$ cat src/rtl/alu_share_arbiter.sv
// alu_share_arbiter
// -----------------
// Shares one integer ALU between two requesters. Port 0 is the core issue
// path coming out of the decoder. Port 1 is the debug/ILA operation injector.
// One operation runs at a time: it is granted, issued, waited on (with a
// timeout), and its response is routed back to whichever port owns it.
//
// Ports:
//   clk, reset             rising-edge clock, asynchronous active-high reset
//   r0_* / r1_*            per-port request (valid/ready/op/s1/s2) and
//                          response handshake (rsp_valid/rsp_ready)
//   rsp_res, rsp_negative, shared response payload; it is only meaningful
//   rsp_zero, rsp_err      while the owner's rsp_valid is high
//   alu_start, alu_op,     registered command to the ALU
//   alu_s1, alu_s2
//   alu_done, alu_res,     ALU completion and result
//   alu_status_negative,
//   alu_status_zero
//   busy                   high whenever an operation is in flight
//   owner                  port currently (or last) granted
//   ops_done               completed responses, including timeouts; wraps

module alu_share_arbiter #(
  parameter int TIMEOUT = 16,
  parameter int OP_W    = 5,
  parameter int XLEN    = 32
) (
  input  logic            clk,
  input  logic            reset,

  input  logic            r0_valid,
  output logic            r0_ready,
  input  logic [OP_W-1:0] r0_op,
  input  logic [XLEN-1:0] r0_s1,
  input  logic [XLEN-1:0] r0_s2,
  output logic            r0_rsp_valid,
  input  logic            r0_rsp_ready,

  input  logic            r1_valid,
  output logic            r1_ready,
  input  logic [OP_W-1:0] r1_op,
  input  logic [XLEN-1:0] r1_s1,
  input  logic [XLEN-1:0] r1_s2,
  output logic            r1_rsp_valid,
  input  logic            r1_rsp_ready,

  output logic [XLEN-1:0] rsp_res,
  output logic            rsp_negative,
  output logic            rsp_zero,
  output logic            rsp_err,

  output logic            alu_start,
  output logic [OP_W-1:0] alu_op,
  output logic [XLEN-1:0] alu_s1,
  output logic [XLEN-1:0] alu_s2,
  input  logic            alu_done,
  input  logic [XLEN-1:0] alu_res,
  input  logic            alu_status_negative,
  input  logic            alu_status_zero,

  output logic            busy,
  output logic            owner,
  output logic [31:0]     ops_done
);

  typedef enum logic [1:0] {IDLE, ISSUE, WAIT, RESP} state_t;

  // WAIT gives up after TIMEOUT cycles: the abort happens in the cycle where
  // the counter already holds TIMEOUT-1 and would reach TIMEOUT.
  localparam logic [7:0] TMO_LAST = 8'(TIMEOUT - 1);

  state_t     state;
  state_t     state_next;
  logic       last_grant;
  logic       winner;
  logic       accept;
  logic       owner_rsp_ready;
  logic [7:0] tmo_cnt;

  // Round-robin pick. A lone requester always wins. On a tie the port that
  // was not granted last time wins. last_grant resets to 1, so port 0 takes
  // the first tie after reset.
  always_comb begin
    winner = 1'b0;
    if (r0_valid && r1_valid) begin
      winner = ~last_grant;
    end else if (r1_valid) begin
      winner = 1'b1;
    end
  end

  assign accept          = (state == IDLE) && (r0_valid || r1_valid);
  assign owner_rsp_ready = owner ? r1_rsp_ready : r0_rsp_ready;

  // State register.
  always_ff @(posedge clk or posedge reset) begin
    if (reset) begin
      state <= IDLE;
    end else begin
      state <= state_next;
    end
  end

  // Next-state logic. ISSUE already samples alu_done, so a single-cycle ALU
  // skips WAIT entirely.
  always_comb begin
    state_next = state;
    case (state)
      IDLE:  if (accept) state_next = ISSUE;
      ISSUE: state_next = alu_done ? RESP : WAIT;
      WAIT:  if (alu_done || (tmo_cnt == TMO_LAST)) state_next = RESP;
      RESP:  if (owner_rsp_ready) state_next = IDLE;
      default: state_next = IDLE;
    endcase
  end

  // Output decode. Ready is combinational so a request is accepted in the
  // same cycle the arbiter sees it in IDLE.
  always_comb begin
    r0_ready     = (state == IDLE) && r0_valid && (winner == 1'b0);
    r1_ready     = (state == IDLE) && r1_valid && (winner == 1'b1);
    alu_start    = (state == ISSUE);
    busy         = (state != IDLE);
    r0_rsp_valid = (state == RESP) && (owner == 1'b0);
    r1_rsp_valid = (state == RESP) && (owner == 1'b1);
  end

  // Datapath. The ALU command registers are written only on accept, so they
  // stay stable through ISSUE and WAIT. The response registers are written
  // only when leaving ISSUE or WAIT, so they stay stable through RESP.
  // An alu_done that arrives in IDLE or RESP is therefore ignored.
  always_ff @(posedge clk or posedge reset) begin
    if (reset) begin
      alu_op       <= '0;
      alu_s1       <= '0;
      alu_s2       <= '0;
      owner        <= 1'b0;
      last_grant   <= 1'b1;
      tmo_cnt      <= '0;
      rsp_res      <= '0;
      rsp_negative <= 1'b0;
      rsp_zero     <= 1'b0;
      rsp_err      <= 1'b0;
      ops_done     <= '0;
    end else begin
      case (state)
        IDLE: begin
          if (accept) begin
            alu_op     <= winner ? r1_op : r0_op;
            alu_s1     <= winner ? r1_s1 : r0_s1;
            alu_s2     <= winner ? r1_s2 : r0_s2;
            owner      <= winner;
            last_grant <= winner;
          end
        end
        ISSUE: begin
          tmo_cnt <= '0;
          if (alu_done) begin
            rsp_res      <= alu_res;
            rsp_negative <= alu_status_negative;
            rsp_zero     <= alu_status_zero;
            rsp_err      <= 1'b0;
          end
        end
        WAIT: begin
          if (alu_done) begin
            rsp_res      <= alu_res;
            rsp_negative <= alu_status_negative;
            rsp_zero     <= alu_status_zero;
            rsp_err      <= 1'b0;
          end else begin
            tmo_cnt <= tmo_cnt + 8'd1;
            if (tmo_cnt == TMO_LAST) begin
              rsp_res      <= '0;
              rsp_negative <= 1'b0;
              rsp_zero     <= 1'b0;
              rsp_err      <= 1'b1;
            end
          end
        end
        RESP: begin
          if (owner_rsp_ready) begin
            ops_done <= ops_done + 32'd1;
          end
        end
        default: ;
      endcase
    end
  end

endmodule

$ cat config.mk
export PLATFORM = sky130hd
export DESIGN_NAME = alu_share_arbiter
export DESIGN_NICKNAME = d
export VERILOG_FILES = /design/src/rtl/alu_share_arbiter.sv
export SDC_FILE = /design/constraint.sdc
export NUM_CORES = 1
export LEC_CHECK = 0
export CAP_MARGIN = 20
export CORE_ASPECT_RATIO = 1.75
export CORE_MARGIN = 2
export CORE_UTILIZATION = 30
export CTS_CLUSTER_SIZE = 40
export DETAILED_ROUTE_END_ITERATION = 10
export PLACE_DENSITY_LB_ADDON = 0.15
export SYNTH_ARGS = -nofsm -noshare
export SYNTH_HDL_FRONTEND = slang
export SYNTH_SLANG_ARGS = --single-unit
$ cat constraint.sdc
create_clock -name clk -period 6.1 [get_ports clk]
set_input_delay 0.915 -clock clk [delete_from_list [all_inputs] [get_ports clk]]
set_output_delay 0.915 -clock clk [all_outputs]
set_load 0.01 [all_outputs]
### Word-level counts from Yosys, hierarchy flattened

Cells that the tools add are included.

| storage, ports and cells | value |
|---|---|
| register bits after elaboration | 148 |
| bits in latches | 0 |
| RAM bits | 0 |
| memory bits (read-only) | 0 |
| input bits | 179 |
| memories kept | 0 |

| operators by class | value |
|---|---|
| add/subtract/negate cells | 2 |
| multiply operators | 0 |
| div/mod/pow operators | 0 |
| $lt $le $gt $ge | 0 |
| eq/ne operators | 10 |
| shift operators | 0 |
| muxes and demuxes | 28 |
| bitwise logic cells | 3 |
| reduce and logical (&&, ||, !) cells | 18 |

Operators with widths:

| kind | count |
|---|---|
| 32-bit 2-to-1 mux | 5 |
| 32-bit case mux with 2 select lines | 1 |
| 32-bit by 1-bit adder with 32-bit output (second input constant) | 1 |
| 8-bit case mux with 2 select lines | 1 |
| 1-bit 2-to-1 mux | 12 |
| 8-bit by 1-bit adder with 8-bit output (second input constant) | 1 |
| 8-bit by 4-bit == test with 1-bit output (second input constant) | 1 |
| 1-bit logical AND | 8 |
| 8-bit 2-to-1 mux | 1 |
| 2-bit inequality test (second input constant) | 4 |
| 2-bit case mux with 4 select lines | 1 |
| 2-bit 2-to-1 mux | 3 |
| 1-bit case mux with 2 select lines | 3 |
| 2-bit AND reduction | 3 |
| 3-bit AND reduction | 2 |
| 5-bit 2-to-1 mux | 1 |
| 2-bit == test (second input constant) | 2 |
| 2-bit nonzero test | 2 |
| 3-bit inequality test (second input constant) | 1 |
| 1-bit inverter | 3 |
| 2-bit by 1-bit == test with 1-bit output (second input constant) | 1 |
| 2-bit zero test | 1 |
| 1-bit logical OR | 2 |
| 2-bit by 1-bit inequality test with 1-bit output (second input constant) | 1 |

### Logic depth before layout (Yosys ltp)

Gate-level depths: netlist of run 1.

| depth | value |
|---|---|
| depth after elaboration | 4 |
| depth in mapped cells | 8 |
| gate-level depth less buffers | 6 |

### Least setup slack after synthesis of run 1

Ideal clock, no wire load.

| path | value |
|---|---|
| path kind | input to output |
| start point | input port r1_valid |
| end point | output port r0_ready |
| arrival | 1.567 ns |
| data required time | 5.185 ns |
| setup slack | 3.618 ns |
| stages on the path | 4 |
| path through | a21boi_0 buf_2 buf_2 nor2_1 |

| on the way | value |
|---|---|
| word-level cells in the longest chain between the ends | 4 |

RTL lines:

| what | RTL line | source |
|---|---|---|
| from (decl) | 39 | `input logic r1_valid,` |
| 1-bit 2-to-1 mux or 1-bit logical AND (tied branches) | 87, 85 |  |
| 1-bit 2-to-1 mux * | 85 | `if (r0_valid && r1_valid) begin` |
| 1-bit inverter * | 120 | `r0_ready = (state == IDLE) && r0_valid && (winner == 1'b0);` |
| 1-bit logical AND * | 120 |  |
| to (decl) | 32 | `output logic r0_ready,` |

Mark *: on every way between the ends. The rest lies on a longest branch, timed or not.

### Worst setup path after layout of run 1

Ends and elaborated chain as after synthesis.

==> results of run 1 <==
==> state kept, by name, summed over array words and instances, names as in the netlist <==
register and count:
alu_op 5, alu_s1 32, alu_s2 32, last_grant 1
ops_done 32, owner 1, rsp_err 1, rsp_negative 1
rsp_res 32, rsp_zero 1, state 2, tmo_cnt 8
==> Yosys cell counts, types with 5 or more instances <==
cell      number  area share
dfrtp_1      147        0.55
nand2_1       89       0.050
o21ai_0       75       0.056
mux2i_1       70        0.11
xnor2_1       28       0.037
a22o_2        23       0.035
buf_2         21       0.016
nand4_1       19       0.018
nand3_1       14       0.011
a22o_1        11       0.014
inv_1         10      0.0056
nor2_1         8      0.0045
a21oi_1        6      0.0045
clkbuf_1       6      0.0034
ha_1           6       0.011
and2_1         5      0.0047
buf_6          5      0.0085
==> where the power goes <==
part / leakage [nW] / internal (mW) / switching [mW]
Sequential: 1.88 / 1.37 / 0.225
Combinational: 2.42 / 1.14 / 0.992
Clock: 0.300 / 0.696 / 0.422
==> stage by stage <==
step | instance area (um^2) | worst slack, ps | power, mW | hold WS [ps]
floorplan | 6650 | 1210 | 2.68 | 467
global placement | 10100 | 2500 | 3.76 | 459
detailed placement | 10100 | 2490 | 3.78 | 469
CTS | 10700 | 2480 | 4.93 | 483
global route | 10700 | 2410 | 5.17 | 509
finish | 10700 | 2500 | 4.85 | 477
==> cell type report <==
class                           instances  area [um^2]
Inverter                               10         42.5
Clock inverter                         12          180
Clock buffer                           20          447
Sequential cell                       148         3700
Multi-Input combinational cell        396         2740
Timing Repair Buffer                  328         3270
Fill cell                            2123        11200
Tap cell                              296          370
==> layer usage <==
| metal | track usage | wire length (um) |
|---|---|---|
| met5 | 0 | 0 |
| met2 | 0.316 | 10800 |
| met3 | 0.0670 | 1640 |
| met1 | 0.190 | 7530 |
| met4 | 0.0731 | 553 |
==> how the worst max path moves through the flow <==
stage,endpoint,slack (ps),depth (start not counted)
CTS,r0_ready,2480,5
floorplan,alu_op[0],1210,1
finish,r0_ready,2500,5
global placement,r0_ready,2500,5
global route,r0_ready,2410,5
detailed placement,r0_ready,2490,5
==> kinds of logic (layout without fill, tap and decap cells) <==
group                      Yosys count  after routing  share of synthesized area
and+or+nand+nor                    158            158                      0.115
DFF                                148            148                      0.557
AOI/OAI and AO/OA                  128            128                      0.130
muxes                               73             73                      0.111
buffers and inverters               44            370                     0.0352
xor gates and xnor gates            31             31                     0.0408
adders and majority gates            6              6                     0.0113
==> critical path, cell delays in order <==
cell and delay [ps]:
clkdlybuf4s50_1 540, a21boi_4 190, buf_4 430, nor2_1 100
clkdlybuf4s50_1 490
==> summary.md, run 1 <==
| Metric | Value |
|---|---|
| Status | `finished, final reports clean` |
| Slew margin rel. | `0.325` |
| DRC violation count after routing | `0` |
| Port Buf Inserts | `321` |
| Final Hold Vio Count | `0` |
| Core area | `22000 um^2` |
| Post-synth EDFFs | `0` |
| Die Width | `117 um` |
| CTS tree | `built` |
| Worst R2R Path Depth | `5` |
| Crit. End Element | `output pin` |
| Initial DRC Count | `202` |
| Via count | `5589` |
| Setup TNS | `0 ps` |
| Final period util | `0.589` |
| Pin count of the biggest net entering global routing | `62` |
| TritonRoute pass-1 iters | `4` |
| WL/cell | `about 17 um` |
| Share of layout cells above drive strength 1 | `0.0821` |
| Setup violators final | `0` |
| Max-cap viol count | `0` |
| Rows | `72` |
| RSZ-0062 raised after global routing | `false` |
| WP data required | `5180 ps` |
| Critical path class | `input pin to output pin` |
| Starting Density | `0.303` |
| Num ports | `between 300 and 400` |
| Worst slew pin tran | `slightly above 1000 ps` |
| Power Density | `around 450 nW/um^2` |
| Clk Latency, worst-skew pair | `430 ps` |
| Final core occ | `0.489` |
| Worst-path maximum fanout | `28` |
| Initial antenna violation count | `0` |
| Placed cells | `between 1000 and 1500` |
| Net Count, Synth | `slightly below 800` |
| Syn Area/Cell | `11.3 um^2` |
| H-tree depth | `4` |
| Ys async rst share | `1.00` |
| Layout area overhead | `61.5%` |
| # diodes | `0` |
| WL final | `20500 um` |
| Yosys reg bits | `148` |
| Syn. warnings | `0` |
| Post-Syn Area | `approximately 6700 um^2` |
| Die area | `approximately 23000 um^2` |
| Clock sink count | `148` |
| Post-cts sizing count | `0` |
| Worst-path clk slew | `60 ps` |
| WHS Endpoint | `alu_s1[25]` |
| Worst R2R Start | `last_grant` |
| Setup Skew | `8.74 ps` |
| Die Height | `201 um` |
| HP Class | `flop to flop` |
| Post-detail-place hpwl | `15300 um` |
| Hold path cells | `2` |
| Cts bufs inserted | `17` |
| Data arrival, critical path | `around 2700 ps` |
| Post-CTS Setup Bufs | `0` |
| Yosys cell types | `47` |
| First-pass GRT wire length | `between 30000 and 40000 um` |
| Vias in the first global route | `5774` |
| Commonest cells after routing, fill and taps aside | `321 x clkdlybuf4s50_1, 147 x dfrtp_1, 89 x nand2_1, 74 x o21ai_0, 70 x mux2i_1` |
| Crit path launch type | `input pin` |
| Final Instance Count excl. Fillers | `1210` |
| Grt ovf | `0` |
| Maximum VDD drop | `270 uV` |
| R2r setup slk | `about 4000 ps` |
| Antenna Nets Post-Route | `0` |
| Fmax | `0.278 GHz` |
| Via density | `4.62` |
| P_leak | `4.60 nW` |
| Worst r2r dst | `alu_s2[11]` |
| Synth Instances | `588` |
| Seq/Total Area, Yosys | `0.557` |
| Min Tclk post-route | `about 3600 ps` |
| Hold buffers post-CTS | `0` |
| Critical path launch point | `r1_valid` |
| Commonest non-fill, non-tap cell in the layout | `clkdlybuf4s50_1` |
| Ys flop type | `dfrtp_1` |
| Final nets | `1086` |
| Final slew viol count | `0` |
| Root buffer cell | `clkbuf_16` |
| Bufs on Longest Clock Path | `2` |
| GPL Wtd Cong | `0.769` |
| Total GRT Usage | `0.180` |
| Hold Crit Start | `alu_s1[25]` |
(Power assumes the default switching activity.)
==> inputs of run 2 (changes only) <==
==> constraint.sdc (replaced) <==
create_clock -name clk -period 3.04 [get_ports clk]
set_input_delay 0.456 -clock clk [delete_from_list [all_inputs] [get_ports clk]]
set_output_delay 0.456 -clock clk [all_outputs]
set_load 0.01 [all_outputs]
==> run 2 against run 1 <==
Net effect: sequential power increased by 100%; clock skew about the same; worst setup slack got worse by 2000 ps; core utilization increased by 0.31 points; critical endpoint is now r1_ready; largest cell class unchanged.
==> summary.md, run 2 (synthesized netlist as in run 1, its figures left out) <==
| Metric | Value |
|---|---|
| Status | `finished, final reports clean` |
| Worst slew pin tran | `671 ps (-337 ps)` |
| Antenna Nets Post-Route | `0 (unchanged)` |
| CTS tree | `built` |
| R2r setup slk | `840 ps (-3050 ps)` |
| Max-cap viol count | `0 (unchanged)` |
| Worst r2r dst | `rsp_res[0]` |
| Vias in the first global route | `5700 (-1.3%)` |
| First-pass GRT wire length | `31700 um (-1.1%)` |
| WP data required | `2580 ps (-2600 ps)` |
| Commonest cells after routing, fill and taps aside | `321 x clkdlybuf4s50_1, 147 x dfrtp_1, 89 x nand2_1, 74 x o21ai_0, 70 x mux2i_1` |
| Worst R2R Path Depth | `6 (+1)` |
| Net Sw Power | `3.26 mW (+99%)` |
| Placed cell area | `10200 um^2 (+0.88%)` |
| Core area | `22000 um^2 (unchanged)` |
| Slew margin rel. | `0.553 (+0.228)` |
| Share of layout cells above drive strength 1 | `0.0852 (+0.00319)` |
| Die Width | `117 um (unchanged)` |
| Port Buf Inserts | `321 (unchanged)` |
| Switch share | `0.334 (-0.00411)` |
| Fmax | `between 0.3 and 0.4 GHz` |
| P_leak | `4.64 nW (+0.78%)` |
| Initial DRC Count | `212 (+5.0%)` |
| Power Density | `902 nW/um^2 (+100%)` |
| Fillers | `2058 (-3.1%)` |
| Worst-path clk slew | `60 ps (about the same)` |
| HP Class | `input pin to async pin` |
| WL final | `20300 um (-1.1%)` |
| Worst path bufs/invs | `2 (-1)` |
| Final period util | `0.840` |
| TritonRoute pass-1 iters | `4 (unchanged)` |
| Cell with the largest stage delay on the worst path | `clkdlybuf4s50_1` |
| Clk Latency, worst-skew pair | `430 ps (about the same)` |
| Worst-path maximum fanout | `6 (-79%)` |
| Setup Skew | `8.59 ps (-0.153 ps)` |
| Pint | `6.49 mW (+100%)` |
| Reg power frac | `0.328 (about the same)` |
| Critical path's top delay family | `buffers and inverters` |
| Final Instance Count excl. Fillers | `1214 (+0.33%)` |
| GPL Wtd Cong | `0.775 (+0.88%)` |
| Final Hold Vio Count | `0 (unchanged)` |
| Die Height | `201 um (unchanged)` |
| Hold Slack | `370 ps (-107 ps)` |
| Cts bufs inserted | `17 (unchanged)` |
| Data arrival, critical path | `2100 ps (-580 ps)` |
| Critical Path, Cell by Cell | `inv_1 -> ha_1 -> and2_1 -> clkdlybuf4s50_1` |
| Worst R2R Start | `state[0]` |
| Final core occ | `0.492 (+0.00313)` |
| Hold buffers post-CTS | `0 (unchanged)` |
| Via count | `5540 (-0.88%)` |
| Post-CTS Setup Bufs | `0 (unchanged)` |
| Critical path class | `flop to output pin` |
| RSZ-0062 raised after global routing | `false` |
| H-tree depth | `4 (unchanged)` |
| Placed cells | `1180 (+0.17%)` |
| Grt ovf | `0 (unchanged)` |
| Setup TNS | `0 ps (unchanged)` |
| Commonest non-fill, non-tap cell in the layout | `clkdlybuf4s50_1` |
| Final Cell Area | `10800 um^2 (+0.64%)` |
| Crit path launch type | `flop` |
| Clock sink count | `148 (unchanged)` |
| Pin count of the biggest net entering global routing | `75 (+21%)` |
| Setup violators final | `0 (unchanged)` |
| Num ports | `322 (unchanged)` |
| Bufs on Longest Clock Path | `2 (unchanged)` |
| Final nets | `1088 (+0.18%)` |
| Starting Density | `0.303 (unchanged)` |
| Maximum VDD drop | `462 uV (+71%)` |
| Clock network fraction of total power | `0.221 (-0.010)` |
| Post-cts sizing count | `0 (unchanged)` |
| Final slew viol count | `0 (unchanged)` |
| DRC violation count after routing | `0 (unchanged)` |
| Post-detail-place hpwl | `15100 um (-1.5%)` |
| WL/cell | `16.7 um (-1.5%)` |
| Total GRT Usage | `0.179 (-0.00115)` |
| Rows | `72 (unchanged)` |
| Initial antenna violation count | `3 (+3)` |
| Min Tclk post-route | `2550 ps` |
| Die area | `23400 um^2 (unchanged)` |
| Biggest cell delay along the critical path | `550 ps (about the same)` |
| Crit. End Element | `output pin` |
| Layout area overhead | `62.6%` |
| Root buffer cell | `clkbuf_16` |
| Via density | `4.56 (-1.2%)` |
| Combinational group share of total power | `0.451 (+0.011)` |
## run 2: worst max-delay path by stage
stage / slack [ps] / depth (start not counted) / startpoint / endpoint
floorplan: 720 / 1 / reset / alu_op[0]
global placement: 630 / 4 / r1_valid / r1_ready
detailed placement: 620 / 4 / r1_valid / r1_ready
CTS: 440 / 4 / state[0] / r1_ready
global route: 360 / 4 / state[0] / r1_ready
finish: 490 / 4 / state[0] / r1_ready
## run 2: metal layers
metal | GRT usage | wire (um) | share of wire | up-vias
met1 | 0.191 | 7260 | 0.36 | 2596
met4 | 0.0739 | 477 | 0.024 | 0
met3 | 0.0667 | 1570 | 0.077 | 24
met2 | 0.312 | 11000 | 0.54 | 214
met5 | 0 | 0 | 0 | -
li1 | - | - | - | 2706
## run 2: worst register-to-register path, stage by stage, from the launching register on
cell and delay [ps]:
dfrtp_1 430, inv_1 90, ha_1 300, nor2_1 310
o21a_1 600, buf_12 250, a22o_1 150
## run 2: power groups by stage
stage	clock (mW)	sequential [mW]	combinational, mW
after floorplan	0	3.51	1.87
after global placement	0	3.20	4.46
after detailed placement	0	3.22	4.48
after CTS	2.24	3.21	4.49
after global routing	2.32	3.31	4.80
final	2.16	3.20	4.40
## run 2: cell type report
type,count,area (um^2),area share
Clock buffer,20,467,0.0431
Tap cell,296,370,0.0342
Multi-Input combinational cell,396,2740,0.253
Sequential cell,148,3700,0.343
Inverter,10,41.3,0.00382
Clock inverter,11,133,0.0123
Timing Repair Buffer,330,3360,0.310
Antenna cell,3,7.51,0.000694
## run 2: through the flow
step	total power [mW]	worst slack (ps)
floorplan	5.38	724
CTS	9.94	443
global placement	7.66	631
detailed placement	7.70	617
finish	9.75	487
global route	10.4	362
==> inputs of run 3 (changes only) <==
==> constraint.sdc (replaced) <==
create_clock -name clk -period 2.5 [get_ports clk]
set_input_delay 0.375 -clock clk [delete_from_list [all_inputs] [get_ports clk]]
set_output_delay 0.375 -clock clk [all_outputs]
set_load 0.01 [all_outputs]
==> run 3 against run 2 <==
Net effect: clock skew is 1.1 ps lower; non-clock buffer count is 3 higher; via count hardly changed; critical path depth unchanged; worst setup slack worse by 360 ps; core utilization is 0.30 points higher; die area stayed put; routed wire length up 0.43%; register-to-register slack got worse by 470 ps; critical endpoint unchanged; largest cell class unchanged.
==> summary.md, run 3 (synthesized netlist as in run 1, its figures left out) <==
| Metric | Value |
|---|---|
| Status | `finished, final reports clean` |
| Antenna Nets Post-Route | `0 (unchanged)` |
| Data arrival, critical path | `2000 ps (-100 ps)` |
| First-pass GRT wire length | `31900 um (+0.83%)` |
| Min Tclk post-route | `2370 ps` |
| Critical path's top delay family | `buffers and inverters` |
| Maximum VDD drop | `848 uV (+84%)` |
| Cts bufs inserted | `17 (unchanged)` |
| Worst path bufs/invs | `2 (unchanged)` |
| Grt ovf | `0 (unchanged)` |
| TritonRoute pass-1 iters | `4 (unchanged)` |
| GPL Wtd Cong | `0.771 (-0.61%)` |
| Rows | `72 (unchanged)` |
| H-tree depth | `4 (unchanged)` |
| Crit. End Element | `output pin` |
| WL/cell | `16.7 um (+0.19%)` |
| Share of layout cells above drive strength 1 | `0.0903 (+0.00507)` |
| Hold buffers post-CTS | `0 (unchanged)` |
| Area of the multi-input gates | `2740 um^2 (about the same)` |
| Worst slew pin tran | `623 ps (-47.6 ps)` |
| Initial antenna violation count | `2 (-1)` |
| Total GRT Usage | `0.180 (+0.000976)` |
| WP data required | `2120 ps (-460 ps)` |
| Placed cells | `1183 (+0.25%)` |
| Post-detail-place hpwl | `15100 um (about the same)` |
| Bufs on Longest Clock Path | `2 (unchanged)` |
| Placed cell area | `10200 um^2 (+0.22%)` |
| HP Class | `input pin to async pin` |
| Starting Density | `0.303 (unchanged)` |
| Clock sink count | `148 (unchanged)` |
| Final period util | `0.949` |
| Core area | `22000 um^2 (unchanged)` |
| RSZ-0062 raised after global routing | `false` |
| Biggest cell delay along the critical path | `550 ps (about the same)` |
| Final Instance Count excl. Fillers | `1217 (+0.25%)` |
| Via count | `5535 (-0.090%)` |
| Initial DRC Count | `266 (+25%)` |
| Final slew viol count | `0 (unchanged)` |
| Max-cap viol count | `0 (unchanged)` |
| Commonest non-fill, non-tap cell in the layout | `clkdlybuf4s50_1` |
| Fmax | `0.422 GHz` |
| CTS tree | `built` |
| Worst Slack Setup Final | `128 ps (-359 ps)` |
| Layout area overhead | `63.5%` |
| Num ports | `322 (unchanged)` |
| Tot Pwr | `12.0 mW (+23%)` |
| Setup Skew | `7.49 ps (-1.10 ps)` |
| Root buffer cell | `clkbuf_16` |
| Dpl ws | `260 ps (-357 ps)` |
| Vias in the first global route | `5851 (+2.6%)` |
| Via density | `4.55 (-0.34%)` |
| Register area | `3700 um^2 (unchanged)` |
| Setup TNS | `0 ps (unchanged)` |
| Crit path launch type | `flop` |
| Die Width | `117 um (unchanged)` |
| Final nets | `1091 (+0.28%)` |
| Final Hold Vio Count | `0 (unchanged)` |
| Worst-path clk slew | `60 ps (about the same)` |
| Critical Path, Cell by Cell | `inv_1 -> ha_2 -> and2_1 -> clkdlybuf4s50_1` |
| Commonest cells after routing, fill and taps aside | `321 x clkdlybuf4s50_1, 147 x dfrtp_1, 89 x nand2_1, 74 x o21ai_0, 70 x mux2i_1` |
| Final core occ | `0.495 (+0.00296)` |
| Cell with the largest stage delay on the worst path | `clkdlybuf4s50_1` |
| Worst-path maximum fanout | `6 (unchanged)` |
| Setup violators final | `0 (unchanged)` |
| Port Buf Inserts | `321 (unchanged)` |
| Die area | `23400 um^2 (unchanged)` |
| Clk Latency, worst-skew pair | `430 ps (about the same)` |
| Critical path class | `flop to output pin` |
| P_leak | `4.66 nW (+0.49%)` |
| Hold Slack | `423 ps (+52.3 ps)` |
| WL final | `20400 um (+0.43%)` |
| Pin count of the biggest net entering global routing | `93 (+24%)` |
| Power Density | `1100 nW/um^2 (+22%)` |
| Post-CTS Setup Bufs | `0 (unchanged)` |
| DRC violation count after routing | `0 (unchanged)` |
| Die Height | `201 um (unchanged)` |
| Fillers | `2080 (+1.1%)` |
| Final Cell Area | `10900 um^2 (+0.60%)` |
| Slew margin rel. | `0.583 (+0.0304)` |
[run 3: layer usage]
metal | wire length [um] | track usage | vias up
li1 | - | - | 2717
met1 | 7410 | 0.191 | 2596
met2 | 10900 | 0.318 | 200
met3 | 1640 | 0.0682 | 22
met4 | 476 | 0.0655 | 0
met5 | 0 | 0 | -
[run 3: tightest hold or removal path, delay by kind of cell]
| kind | cells | cell delay, ps |
|---|---|---|
| buffers and inverters | 3 | 880 |
[run 3: path summary, 6_finish.rpt]
path                       slack, ps    startpoint            to  cells after the start
max in group asynchronous       1690         reset    last_grant                      3
min reg2reg                      470  ops_done[31]  ops_done[31]                      1
min in group clk                 470  ops_done[31]  ops_done[31]                      1
max reg2reg                      370      state[0]    tmo_cnt[7]                      6
max                              130      state[0]      r1_ready                      4
min                              420         reset    alu_s2[15]                      3
[run 3: timing repair]
| item | CTS | global route |
|---|---|---|
| endpoints found under the setup margin | 0 | 2 |
| resized for setup | 0 | 1 |
| endpoints found under the hold margin | 0 | 0 |
[run 3: layout make-up]
type                            count  share of cell area
Clock inverter                     14              0.0186
Timing Repair Buffer              333               0.310
Tap cell                          296              0.0340
Antenna cell                        2            0.000460
Sequential cell                   148               0.340
Multi-Input combinational cell    396               0.252
Clock buffer                       18              0.0404
Inverter                           10             0.00379
[run 3: where the power goes]
part	switching [mW]	internal, mW
clock network	1.08	1.71
logic	2.41	2.89
registers	0.554	3.34
total	4.04	7.94
